## config.mk

```make
export PLATFORM = sky130hd
export DESIGN_NAME = simple_axi_rd_arb
export DESIGN_NICKNAME = d
export VERILOG_FILES = /design/src/rtl/simple_axi_pkg.sv /design/src/rtl/simple_axi_if.sv /design/src/rtl/simple_axi_rr_arb2.sv /design/src/rtl/simple_axi_rd_arb.sv
export SDC_FILE = /design/constraint.sdc
export NUM_CORES = 1
export LEC_CHECK = 0
export ABC_AREA = 1
export BUFFER_PORTS_ARGS = -buffer_cell sky130_fd_sc_hd__buf_2
export CORE_MARGIN = 3
export CORE_UTILIZATION = 37
export DETAILED_ROUTE_END_ITERATION = 12
export PLACE_DENSITY = 0.83
export REMOVE_ABC_BUFFERS = 1
export SETUP_SLACK_MARGIN = 0.02
export SLEW_MARGIN = 30
export SYNTH_ARGS = -nofsm -noshare
export SYNTH_HDL_FRONTEND = slang
export SYNTH_SLANG_ARGS = --single-unit
```

## constraint.sdc

```tcl
create_clock -name aclk -period 1.35 [get_ports aclk]
set_input_delay 0.2025 -clock aclk [delete_from_list [all_inputs] [get_ports aclk]]
set_output_delay 0.2025 -clock aclk [all_outputs]
set_load 0.01 [all_outputs]
```

## src/rtl/simple_axi_pkg.sv

```systemverilog
// Shared types and constants for the two-port AXI read arbiter.
// SIMPLE_AXI_RD_ARB_4K_CHECK_EN adds the ERR state and the 4 KB crossing helper.
package simple_axi_pkg;

  typedef enum logic [1:0] {
    ST_IDLE = 2'd0,
    ST_AR   = 2'd1,
    ST_R    = 2'd2
`ifdef SIMPLE_AXI_RD_ARB_4K_CHECK_EN
    , ST_ERR = 2'd3
`endif
  } state_e;

  localparam logic [1:0]  RESP_OKAY       = 2'b00;
  localparam logic [1:0]  RESP_SLVERR     = 2'b10;
  localparam int unsigned AXI_4K_BOUNDARY = 4096;

`ifdef SIMPLE_AXI_RD_ARB_4K_CHECK_EN
  // End address of a 4-byte-per-beat burst, relative to its 4 KB page.
  function automatic logic crosses_4k(input logic [11:0] addr_lo, input logic [7:0] len);
    logic [13:0] end_addr;
    end_addr = {2'b00, addr_lo} + (({6'b0, len} + 14'd1) << 2);
    return end_addr > 14'(AXI_4K_BOUNDARY);
  endfunction
`endif

endpackage

```

## src/rtl/simple_axi_if.sv

```systemverilog
// AXI read-address/read-data bundle; burst attributes are fixed here.
interface simple_axi_if #(
  parameter int AW = 32,
  parameter int DW = 32
);
  logic [AW-1:0] araddr;
  logic [7:0]    arlen;
  logic [2:0]    arsize;
  logic [1:0]    arburst;
  logic [3:0]    arcache;
  logic          arvalid;
  logic          arready;
  logic [DW-1:0] rdata;
  logic [1:0]    rresp;
  logic          rlast;
  logic          rvalid;
  logic          rready;

  // Full-width INCR bursts, normal non-cacheable bufferable.
  assign arsize  = 3'($clog2(DW / 8));
  assign arburst = 2'b01;
  assign arcache = 4'b0011;
endinterface

```

## src/rtl/simple_axi_rr_arb2.sv

```systemverilog
// Two-way round-robin grant; the pointer remembers the last accepted requester.
module simple_axi_rr_arb2 (
  input  logic       clk,
  input  logic       rst,
  input  logic [1:0] req,
  input  logic       accept,
  output logic [1:0] gnt,
  output logic       gnt_idx
);

  logic last_q, last_d;

  always_comb begin
    gnt_idx = 1'b0;
    unique case (req)
      2'b01:   gnt_idx = 1'b0;
      2'b10:   gnt_idx = 1'b1;
      2'b11:   gnt_idx = ~last_q;
      default: gnt_idx = 1'b0;
    endcase
    gnt    = (req == 2'b00) ? 2'b00 : (gnt_idx ? 2'b10 : 2'b01);
    last_d = accept ? gnt_idx : last_q;
  end

  // Reset to 1 so that requester 0 wins the first tie.
  always_ff @(posedge clk or posedge rst) begin
    if (rst) last_q <= 1'b1;
    else     last_q <= last_d;
  end

endmodule

```

## src/rtl/simple_axi_rd_arb.sv

```systemverilog
// Two-requester AXI read arbiter with one outstanding burst and rlast/length checking.
// Define SIMPLE_AXI_RD_ARB_4K_CHECK_EN to answer 4 KB-crossing commands locally with SLVERR.
module simple_axi_rd_arb
  import simple_axi_pkg::*;
#(
  parameter int C_AXI_ADDR_WIDTH = 32,
  parameter int C_AXI_DATA_WIDTH = 32
) (
  input  logic                        aclk,
  input  logic                        arst,
  input  logic                        req0_valid,
  output logic                        req0_ready,
  input  logic [C_AXI_ADDR_WIDTH-1:0] req0_addr,
  input  logic [7:0]                  req0_len,
  input  logic                        req1_valid,
  output logic                        req1_ready,
  input  logic [C_AXI_ADDR_WIDTH-1:0] req1_addr,
  input  logic [7:0]                  req1_len,
  output logic                        rd0_valid,
  input  logic                        rd0_ready,
  output logic [C_AXI_DATA_WIDTH-1:0] rd0_data,
  output logic [1:0]                  rd0_resp,
  output logic                        rd0_last,
  output logic                        rd1_valid,
  input  logic                        rd1_ready,
  output logic [C_AXI_DATA_WIDTH-1:0] rd1_data,
  output logic [1:0]                  rd1_resp,
  output logic                        rd1_last,
  output logic [C_AXI_ADDR_WIDTH-1:0] axi_araddr,
  output logic [7:0]                  axi_arlen,
  output logic [2:0]                  axi_arsize,
  output logic [1:0]                  axi_arburst,
  output logic [3:0]                  axi_arcache,
  output logic                        axi_arvalid,
  input  logic                        axi_arready,
  input  logic [C_AXI_DATA_WIDTH-1:0] axi_rdata,
  input  logic [1:0]                  axi_rresp,
  input  logic                        axi_rlast,
  input  logic                        axi_rvalid,
  output logic                        axi_rready
);

  simple_axi_if #(.AW(C_AXI_ADDR_WIDTH), .DW(C_AXI_DATA_WIDTH)) m_axi ();

  state_e                      state_q, state_d;
  logic                        owner_q, owner_d;
  logic [C_AXI_ADDR_WIDTH-1:0] addr_q, addr_d;
  logic [7:0]                  len_q, len_d;
  logic [7:0]                  cnt_q, cnt_d;

  logic [1:0]                  gnt;
  logic                        gnt_idx;
  logic                        in_idle;
  logic                        accept;
  logic [C_AXI_ADDR_WIDTH-1:0] addr_sel;
  logic [7:0]                  len_sel;
  logic                        own_ready;
  logic                        ar_valid;
  logic                        r_ready;
  logic                        beat_valid;
  logic [C_AXI_DATA_WIDTH-1:0] beat_data;
  logic [1:0]                  beat_resp;
  logic                        beat_last;

  // Ready is masked by reset so nothing handshakes while arst is high.
  assign in_idle    = (state_q == ST_IDLE) && !arst;
  assign accept     = in_idle && (req0_valid || req1_valid);
  assign req0_ready = in_idle && gnt[0];
  assign req1_ready = in_idle && gnt[1];
  assign addr_sel   = gnt_idx ? req1_addr : req0_addr;
  assign len_sel    = gnt_idx ? req1_len : req0_len;
  assign own_ready  = owner_q ? rd1_ready : rd0_ready;

  simple_axi_rr_arb2 u_rr_arb (
    .clk     (aclk),
    .rst     (arst),
    .req     ({req1_valid, req0_valid}),
    .accept  (accept),
    .gnt     (gnt),
    .gnt_idx (gnt_idx)
  );

  always_comb begin
    state_d    = state_q;
    owner_d    = owner_q;
    addr_d     = addr_q;
    len_d      = len_q;
    cnt_d      = cnt_q;
    ar_valid   = 1'b0;
    r_ready    = 1'b0;
    beat_valid = 1'b0;
    beat_data  = '0;
    beat_resp  = RESP_OKAY;
    beat_last  = 1'b0;

    unique case (state_q)
      ST_IDLE: begin
        if (accept) begin
          owner_d = gnt_idx;
          addr_d  = addr_sel;
          len_d   = len_sel;
          cnt_d   = 8'd0;
`ifdef SIMPLE_AXI_RD_ARB_4K_CHECK_EN
          state_d = crosses_4k(addr_sel[11:0], len_sel) ? ST_ERR : ST_AR;
`else
          state_d = ST_AR;
`endif
        end
      end

      ST_AR: begin
        ar_valid = 1'b1;
        if (m_axi.arready) state_d = ST_R;
      end

      // A beat whose rlast disagrees with the expected length is flagged SLVERR.
      ST_R: begin
        beat_valid = m_axi.rvalid;
        r_ready    = own_ready;
        beat_data  = m_axi.rdata;
        beat_last  = m_axi.rlast;
        beat_resp  = (m_axi.rlast != (cnt_q == len_q)) ? RESP_SLVERR : m_axi.rresp;
        if (m_axi.rvalid && own_ready) begin
          cnt_d = cnt_q + 8'd1;
          if (m_axi.rlast) state_d = ST_IDLE;
        end
      end

`ifdef SIMPLE_AXI_RD_ARB_4K_CHECK_EN
      ST_ERR: begin
        beat_valid = 1'b1;
        beat_resp  = RESP_SLVERR;
        beat_last  = (cnt_q == len_q);
        if (own_ready) begin
          cnt_d = cnt_q + 8'd1;
          if (cnt_q == len_q) state_d = ST_IDLE;
        end
      end
`endif

      default: state_d = ST_IDLE;
    endcase
  end

  always_ff @(posedge aclk or posedge arst) begin
    if (arst) begin
      state_q <= ST_IDLE;
      owner_q <= 1'b0;
      addr_q  <= '0;
      len_q   <= 8'd0;
      cnt_q   <= 8'd0;
    end else begin
      state_q <= state_d;
      owner_q <= owner_d;
      addr_q  <= addr_d;
      len_q   <= len_d;
      cnt_q   <= cnt_d;
    end
  end

  assign m_axi.arvalid = ar_valid;
  assign m_axi.araddr  = ar_valid ? addr_q : '0;
  assign m_axi.arlen   = ar_valid ? len_q : 8'd0;
  assign m_axi.arready = axi_arready;
  assign m_axi.rdata   = axi_rdata;
  assign m_axi.rresp   = axi_rresp;
  assign m_axi.rlast   = axi_rlast;
  assign m_axi.rvalid  = axi_rvalid;
  assign m_axi.rready  = r_ready;

  assign axi_araddr  = m_axi.araddr;
  assign axi_arlen   = m_axi.arlen;
  assign axi_arsize  = m_axi.arsize;
  assign axi_arburst = m_axi.arburst;
  assign axi_arcache = m_axi.arcache;
  assign axi_arvalid = m_axi.arvalid;
  assign axi_rready  = m_axi.rready;

  // Only the owning port ever sees a beat.
  assign rd0_valid = beat_valid && !owner_q;
  assign rd0_data  = owner_q ? '0 : beat_data;
  assign rd0_resp  = owner_q ? RESP_OKAY : beat_resp;
  assign rd0_last  = beat_last && !owner_q;
  assign rd1_valid = beat_valid && owner_q;
  assign rd1_data  = owner_q ? beat_data : '0;
  assign rd1_resp  = owner_q ? beat_resp : RESP_OKAY;
  assign rd1_last  = beat_last && owner_q;

endmodule

```

# Yosys cells after proc, flatten, opt, wreduce, memory -nomap -nowiden
# Index checks and enable logic that the tools add are counted.
totals:
  register_bits: 52
  output_inout_bits: 125
  elab_cells: 63
classes:
  add_sub_neg: 1
  n_eq_ne: 10
  n_mux: 27
  n_bitwise: 1
  reduce_logical: 18
ops:
  columns: ["op", "count"]
  rows:
  - ["2-to-1 mux 32 bit", 5]
  - ["2-to-1 mux 8 bit", 4]
  - ["2-to-1 mux 2 bit", 10]
  - ["case mux 8 bit (2 select lines)", 1]
  - ["logical AND 1 bit", 9]
  - ["adder 8 x 1 -> 8 bit, second input constant", 1]
  - ["== test 8 bit", 1]
  - ["== test 2 bit, second input constant", 3]
  - ["inequality test 2 bit, second input constant", 3]
  - ["case mux 2 bit (3 select lines)", 1]
  - ["2-to-1 mux 1 bit", 5]
  - ["zero test 2 bit", 2]
  - ["AND reduction 4 bit", 1]
  - ["AND reduction 3 bit", 1]
  - ["== test 2 x 1 -> 1 bit, second input constant", 1]
  - ["zero test 1 bit", 2]
  - ["inequality test 2 x 1 -> 1 bit, second input constant", 1]
  - ["case mux 1 bit (2 select lines)", 1]
  - ["AND reduction 2 bit", 1]
  - ["nonzero test 2 bit", 1]
  - ["logical OR 1 bit", 1]
  - ["inequality test 1 bit", 1]
  - ["inverter 1 bit", 1]

# Logic depth before layout (Yosys ltp)
# Gate-level depths: netlist of run 1.
depth:
  ltp_word: 5
  depth_mapped: 10
  depth_no_buf: 10

# By module
# A second synthesis of run 1 with hierarchy kept.
hier_totals:
  hier_cells: 568
  area_unflattened_um2: 3694.8
modules_own_cells:
  columns: ["module", "instances", "cells_per_inst", "area_each_um2"]
  rows:
  - ["simple_axi_rd_arb", 1, 557, 3623.5]
  - ["simple_axi_rr_arb2", 1, 11, 71.3]

# Least setup slack after synthesis of run 1
# No wires, ideal clock.
synth_path:
  path_type: "register to output"
  start: "reg owner_q"
  end: "out rd1_data[10]"
  arrival_time_ps: 1222
  required_time_ps: 1148
  setup_slack_ps: -75
  path_stages_with_launch: 6
  path_buffers: 3
  cell_sequence: "dfrtp_1 > buf_2 > inv_1 > buf_2 > buf_1 > nor3_1"
synth_via:
  elab_chain_len: 1
synth_lines:
  columns: ["element", "line", "rtl"]
  rows:
  - ["start, declared", "simple_axi_rd_arb.sv:46", "logic owner_q, owner_d;"]
  - ["start signal, assigned", "simple_axi_rd_arb.sv:154", "owner_q <= owner_d;"]
  - ["2-to-1 mux 32 bit", "simple_axi_rd_arb.sv:185", "assign rd1_data = owner_q ? beat_data : '0;"]
  - ["end, declared", "simple_axi_rd_arb.sv:26", "output logic [C_AXI_DATA_WIDTH-1:0] rd1_data,"]
# Every way passes these cells.

# Final worst setup path of run 1
layout_path:
  start: "reg cnt_q[3]"
  end: "out rd1_resp[0]"
layout_via:
  elab_chain_len: 5
layout_lines:
  columns: ["element", "line", "rtl"]
  rows:
  - ["start, declared", "simple_axi_rd_arb.sv:49", "logic [7:0] cnt_q, cnt_d;"]
  - ["start signal, assigned", "simple_axi_rd_arb.sv:157", "cnt_q <= cnt_d;"]
  - ["== test 8 bit", "simple_axi_rd_arb.sv:122", "beat_resp = (m_axi.rlast != (cnt_q == len_q)) ? RESP_SLVERR : m_axi.rresp;"]
  - ["inequality test 1 bit", "simple_axi_rd_arb.sv:122", null]
  - ["2-to-1 mux 2 bit", "simple_axi_rd_arb.sv:122", null]
  - ["2-to-1 mux 2 bit", "simple_axi_rd_arb.sv:96", "unique case (state_q)"]
  - ["2-to-1 mux 2 bit", "simple_axi_rd_arb.sv:186", "assign rd1_resp = owner_q ? beat_resp : RESP_OKAY;"]
  - ["end, declared", "simple_axi_rd_arb.sv:27", "output logic [1:0] rd1_resp,"]
# Every way passes these cells.

==> flow_summary.yaml, run 1 <==
cts:
  path_clk_slew_ns: 0.11
  clockBufferDepth: 2
  cts_inserted_buffers: 5
  cts-root-buf: "clkbuf_8"
  htreeDepth: 2
  cts_tree: "done"
  cts_sinks: 52
  clkLatencyLatePin_ns: 0.31
logic_synthesis:
  netlist_instances: 515
  async_reset_ff_share_pct: 100
  syn_avg_cell_area_um2: 6.67
  ys_dominant_reg_cell: "dfrtp_1"
  seq_area_frac_synth_pct: 37.9
  ys_ff_latch: 52
  synth_cell_type_count: 26
  synth_edf_count: 0
  synth_warnings: 0
  synth_area_um2: 3440
sta:
  post-route-period-util_pct: 143
  period_minus_slack_ns: 1.93
  layout_setup_ws_ns: -0.585
  rsz0062_at_grt: "yes"
  hold_viol: 0
  hold_slack_ns: 0.153
  finClkSkew_ns: 0.0126
  drv_slew: 0
  fmax_mhz: 517
  setup-violations-final: 167
floorplan:
  die-area_um2: 10500
  io_pins: 248
  start_util_pct: 38.7
  die_h_um: 102
  die_x_um: 102
  coreArea_um2: 8890
  rows: 34
route:
  drtIter0Drc: 355
  via_count: 5199
  postRouteAntennaNets: 0
  drtPass1Iterations: 4
  routedWlPerCell_um: 22.4
  drc: 0
  routed_wl_mm: 20.6
  viasPerCell: 5.64
run:
  drv_cap: 0
placed_design:
  gp_congestion: 0.831
  post-dp-hpwl_mm: 9.85
  io_buffers: 238
  dp.cells: 868
global_routing:
  grt.overflow.total: 0
  grt_max_degree: 44
  grt_pass1_wl_mm: 24.5
  grt_pass1_vias: 4788
  grt_use_total_pct: 30.3
  antenna_found_initial: 1
worst_setup_path:
  critical_path_class: "flip-flop to primary output"
  critPathCaptureType: "primary output"
  path_max_fanout: 2
  startpoint_type: "flip-flop"
  worstPathArrival_ns: 1.73
  r2r-start: "state_q[1]$_DFFE_PP0P_"
  r2r_setup_slack_ns: -0.33
  worstPathRequired_ns: 1.15
  reg2regPathDepth: 9
  reg2reg_to: "addr_q[4]$_DFFE_PP0P_"
power_and_ir_drop:
  p_leak_uw: 0.00388
  power.total_uw: 13700
  ir_worst_vdd_mv: 1.29
  power.density_nw_per_um2: 1780
cells_and_area:
  drive_above_1_share_pct: 66.0
  final_util_pct: 86.6
  layout.cells.non_filler: 921
  area_delta_synth_final_pct: 124
  fin_nets: 935
run_status:
  violations: "negative setup slack"
  outcome: "finished, violations left"
hold_path:
  whs_path_depth: 3
  hold_class: "input pin to flip-flop"
  whs_endpoint: "addr_q[27]$_DFFE_PP0P_"
  worstHoldStart: "req1_addr[27]"
-- state kept, by name, summed over array words and instances (netlist names) --
register	cells
addr_q	32
cnt_q	8
len_q	8
state_q	2
owner_q	1
u_rr_arb.last_q	1
-- worst max-delay path, stage by stage, from the launching register on --
cell     delay (ns)
dfrtp_1        0.41
xnor2_1        0.20
nand2_1        0.12
nor2_1         0.10
nand2_1        0.06
nand2_1        0.07
nand4_1        0.13
nor2_1         0.15
buf_2          0.17
-- Yosys cell counts, drive strengths merged (2+ instances only) --
master  number  area share [%]
o22ai       40             7.3
xnor2        3            0.76
conb         2            0.22
nor2        98              11
nand3       11             1.6
xor2         5             1.3
o21ai       50             7.4
inv         90             9.8
buf         27             4.5
nand2       46             5.2
dfrtp       51              37
nand4        2            0.36
nor3        70              10
clkbuf      17             1.9
-- per-layer routing --
metal  share of wire, %  vias to the layer above  wire length (um)  track usage, %
met1                 33                     2449              6740            31.3
met4                6.7                        0              1370            14.2
li1                   -                     2239                 -               -
met5                  0                        -                 0               0
met3                9.0                      104              1860            6.69
met2                 52                      407             10700            57.4
-- worst max path at each step --
| stage | from | slack (ns) | endpoint |
|---|---|---|---|
| after floorplan | u_rr_arb.last_q$_DFFE_PP1P_ | -0.98 | req0_ready |
| after global placement | owner_q$_DFFE_PP0P_ | -0.08 | cnt_q[0]$_DFFE_PP0P_ |
| after detailed placement | cnt_q[4]$_DFFE_PP0P_ | -0.13 | rd0_resp[1] |
| after CTS | cnt_q[4]$_DFFE_PP0P_ | -0.45 | rd0_resp[1] |
| after global routing | cnt_q[3]$_DFFE_PP0P_ | -0.63 | rd1_resp[0] |
| final | cnt_q[3]$_DFFE_PP0P_ | -0.58 | rd1_resp[0] |
-- cell type report --
type | count | area, um^2
Antenna cell | 1 | 2.50
Clock buffer | 5 | 68.8
Clock inverter | 3 | 90.1
Fill cell | 408 | 1190
Inverter | 90 | 373
Multi-Input combinational cell | 336 | 2920
Sequential cell | 52 | 1310
Tap cell | 108 | 135
Timing Repair Buffer | 325 | 2800
Timing Repair inverter | 1 | 11.3
-- timing repair --
action	in CTS	in global routing
hold buffers	1	0
pin swaps	41	32
gates resized for setup	254	162
endpoints found under the hold margin	8	0
gates cloned	21	6
buffers inserted	15	7
setup endpoints to repair	162	167
-- placed cells by master, fill, tap and decap left out, types with 22 or more instances in the layout --
| cell | instances |
|---|---|
| inv_1 | 79 |
| nor2_4 | 29 |
| nor3_4 | 38 |
| nor2_1 | 65 |
| dfrtp_1 | 49 |
| buf_6 | 49 |
| o21ai_2 | 36 |
| buf_2 | 200 |
| nand2_1 | 33 |
| buf_4 | 34 |
| o22ai_2 | 22 |
| nor3_2 | 30 |
-- logic make-up (layout without fill, tap and decap cells) --
| group | count (synthesis) | count (layout) | synth area share [%] |
|---|---|---|---|
| AO/OA/AOI/OAI | 90 | 90 | 14.7 |
| XOR/XNOR | 8 | 8 | 2.04 |
| adder cells (fa/ha/maj) | 1 | 1 | 0.364 |
| buffers and inverters | 134 | 424 | 16.2 |
| flip-flops | 52 | 52 | 37.9 |
| other | 2 | 10 | 0.219 |
| AND/OR/NAND/NOR | 228 | 228 | 28.6 |
-- metrics by stage --
stage	setup TNS [ns]	setup WS, ns	cell area, um^2
6_report	-59.65	-0.585	7700
5_1_grt	-68.58	-0.634	7700
4_1_cts	-50.48	-0.446	6760
3_5_place_dp	-2.22	-0.127	5010
3_3_place_gp	-1.89	-0.0821	5010
2_1_floorplan	-94.79	-0.982	3250
-- power breakdown --
group / switching (uW) / total (uW) / internal [uW]
registers: 340 / 2560 / 2220
logic: 5330 / 9670 / 4340
clock network: 556 / 1480 / 927
total: 6230 / 13700 / 7490
(Power assumes the default switching activity.)
==> run 2, diff against run 1 <==
--- a/config.mk
+++ b/config.mk
@@ -8,9 +8,10 @@
 export ABC_AREA = 1
 export BUFFER_PORTS_ARGS = -buffer_cell sky130_fd_sc_hd__buf_2
 export CORE_MARGIN = 3
-export CORE_UTILIZATION = 37
+export CORE_UTILIZATION = 38
+export CTS_BUF_LIST = sky130_fd_sc_hd__clkbuf_2 sky130_fd_sc_hd__clkbuf_4 sky130_fd_sc_hd__clkbuf_8
 export DETAILED_ROUTE_END_ITERATION = 12
-export PLACE_DENSITY = 0.83
+export PLACE_DENSITY = 0.85
 export REMOVE_ABC_BUFFERS = 1
 export SETUP_SLACK_MARGIN = 0.02
 export SLEW_MARGIN = 30
==> flow_summary.yaml, run 2 (synthesis results as in run 1) <==
power_and_ir_drop:
  power.density_nw_per_um2: 1760
  p_comb_share_pct: 71.5
  seq_power_share_pct: 19.8
  p_leak_uw: 0.00364
  swShare_pct: 46.9
  p_switching_uw: 6030
  p_int_uw: 6830
  clockPowerShare_pct: 8.7
  ir_worst_vdd_mv: 1.47
run:
  drv_cap: 0
route:
  routed_wl_mm: 19.9
  drtIter0Drc: 308
  postRouteAntennaNets: 0
  viasPerCell: 5.71
  routedWlPerCell_um: 21.7
  via_count: 5224
  drtPass1Iterations: 6
  drc: 0
worst_setup_path:
  crit_family: "simple AND/OR/NAND/NOR gates"
  crit_buf_inv: 1
  worstPathArrival_ns: 1.74
  cpMostUsedCell: "nand2_1"
  path_max_fanout: 2
  critical_path_class: "flip-flop to primary output"
  worstPathRequired_ns: 1.15
  critPathMaxStageDelay_ns: 0.41
  critPathCaptureType: "primary output"
  crit_path_top_delay_cell: "dfrtp_1"
  crit_chain: "xnor2_1, nand2_1, nor2_1, nand2_1, nand2_1, nand4_1, nor2_1, buf_2"
  startpoint_type: "flip-flop"
placed_design:
  place_ws_ns: -0.128
  post-dp-hpwl_mm: 9.82
  io_buffers: 238
  dp.cells: 866
  dpl-instance-area_um2: 4970
  gp_congestion: 0.835
sta:
  finClkSkew_ns: 0.00636
  slew_headroom_pct: 65.9
  setup-violations-final: 166
  max_slew.worst_pin.slew_ns: 0.511
  layout_setup_ws_ns: -0.596
  period_minus_slack_ns: 1.95
  fmax_mhz: 514
  hold_viol: 0
  rsz0062_at_grt: "yes"
  drv_slew: 0
  post-route-period-util_pct: 144
cells_and_area:
  largest_reg_flops: 32
  biggestRegsByFlops: "addr_q: 32 flops, cnt_q: 8 flops, len_q: 8 flops"
  final_cell_mix: "buf_2, inv_1, nor2_1"
  layout.cells.non_filler: 915
  drive_above_1_share_pct: 64.8
  top_register: "addr_q"
  final_common_cell: "buf_2"
  area_delta_synth_final_pct: 112
  fill_cells: 404
  fin_nets: 928
  finalInstanceArea_um2: 7290
global_routing:
  grt.overflow.total: 0
  grt_max_degree: 42
  grt_pass1_wl_mm: 22.9
  antenna_found_initial: 2
  grt_use_total_pct: 28.6
  grt_pass1_vias: 4503
cts:
  htreeDepth: 2
  cts_tree: "done"
  path_clk_slew_ns: 0.10
  clockBufferDepth: 2
  cts-root-buf: "clkbuf_8"
  cts_inserted_buffers: 5
  cts_sinks: 52
  clkLatencyLatePin_ns: 0.30
floorplan:
  start_util_pct: 39.2
  coreArea_um2: 8760
  die-area_um2: 10200
  die_h_um: 101
  die_x_um: 101
  io_pins: 248
  rows: 34
hold_path:
  hold_class: "input pin to flip-flop"
run_status:
  outcome: "finished, violations left"
  violations: "negative setup slack"
-- run 2: cell types whose count changed in the layout (fill, tap and decap cells not counted), moves of 5 or more --
cell,delta
o22ai_2,-10
nor3_2,+6
nand2_1,+5
o21ai_4,-6
nor2_1,-12
buf_16,-8
nor3_4,-6
nor2_2,+12
o22ai_1,+7
-- run 2: area by class of cell --
type                    count  area [um^2]  area share [%]
multi-input cells         336         2770            38.0
repair buffers            319         2600            35.7
flip-flops and latches     52         1300            17.9
inverters                  90          363            4.98
well taps                 108          135            1.85
clock buffers               6         76.3            1.05
clock inverters             2         35.0           0.481
diodes                      2         5.00          0.0687
-- run 2: path summary, 6_finish.rpt --
path	from	endpoint	slack (ns)	cells after the start
max	len_q[3]$_DFFE_PP0P_	rd1_resp[0]	-0.60	8
min	axi_arready	state_q[0]$_DFFE_PP0P_	0.1	2
min reg2reg	u_rr_arb.last_q$_DFFE_PP1P_	u_rr_arb.last_q$_DFFE_PP1P_	0.56	2
min in group asynchronous	arst	addr_q[29]$_DFFE_PP0P_	0.54	4
max reg2reg	state_q[1]$_DFFE_PP0P_	addr_q[10]$_DFFE_PP0P_	-0.38	9
max in group asynchronous	arst	state_q[0]$_DFFE_PP0P_	0.44	4
-- run 2: routing by layer --
metal  GRT usage [%]  vias to the layer above  wire, um
met5               0                        -         0
met2            55.0                      420     10100
met3            6.92                      122      2100
met1            28.5                     2455      6060
li1                -                     2227         -
met4            13.0                        0      1610
-- run 2: repair_timing --
action | CTS | global route
endpoints found under the setup margin | 164 | 166
endpoints found under the hold margin | 19 | 0
pin swaps | 8 | 42
hold buffers | 1 | 0
cloned | 14 | 7
gates resized for setup | 150 | 232
buffers inserted | 13 | 9
-- run 2: worst reg2reg max path: cells and delay by family (launching register included) --
family,cells,cell delay [ns]
AND/OR/NAND/NOR,1,0.18
AO/OA/AOI/OAI,3,0.36
buffers and inverters,5,0.66
flip-flops,1,0.44
-- run 2: power by group through the flow --
stage | sequential [uW] | combinational [uW] | clock (uW)
global placement | 2470 | 4610 | 0
floorplan | 2530 | 2480 | 0
finish | 2540 | 9190 | 1120
global route | 2600 | 9600 | 1180
detailed placement | 2490 | 4660 | 0
CTS | 2460 | 6480 | 1090
-- run 2: through the flow --
stage	setup TNS [ns]	util, %	hold WS (ns)	power [uW]
6_report	-67.30	83.2	0.0995	12900
5_1_grt	-75.94	83.2	0.109	13400
4_1_cts	-53.90	70.7	0.0965	10000
3_5_place_dp	-4.76	56.8	0.272	7140
3_3_place_gp	-5.20	56.8	0.268	7070
2_1_floorplan	-94.79	-	0.314	5010
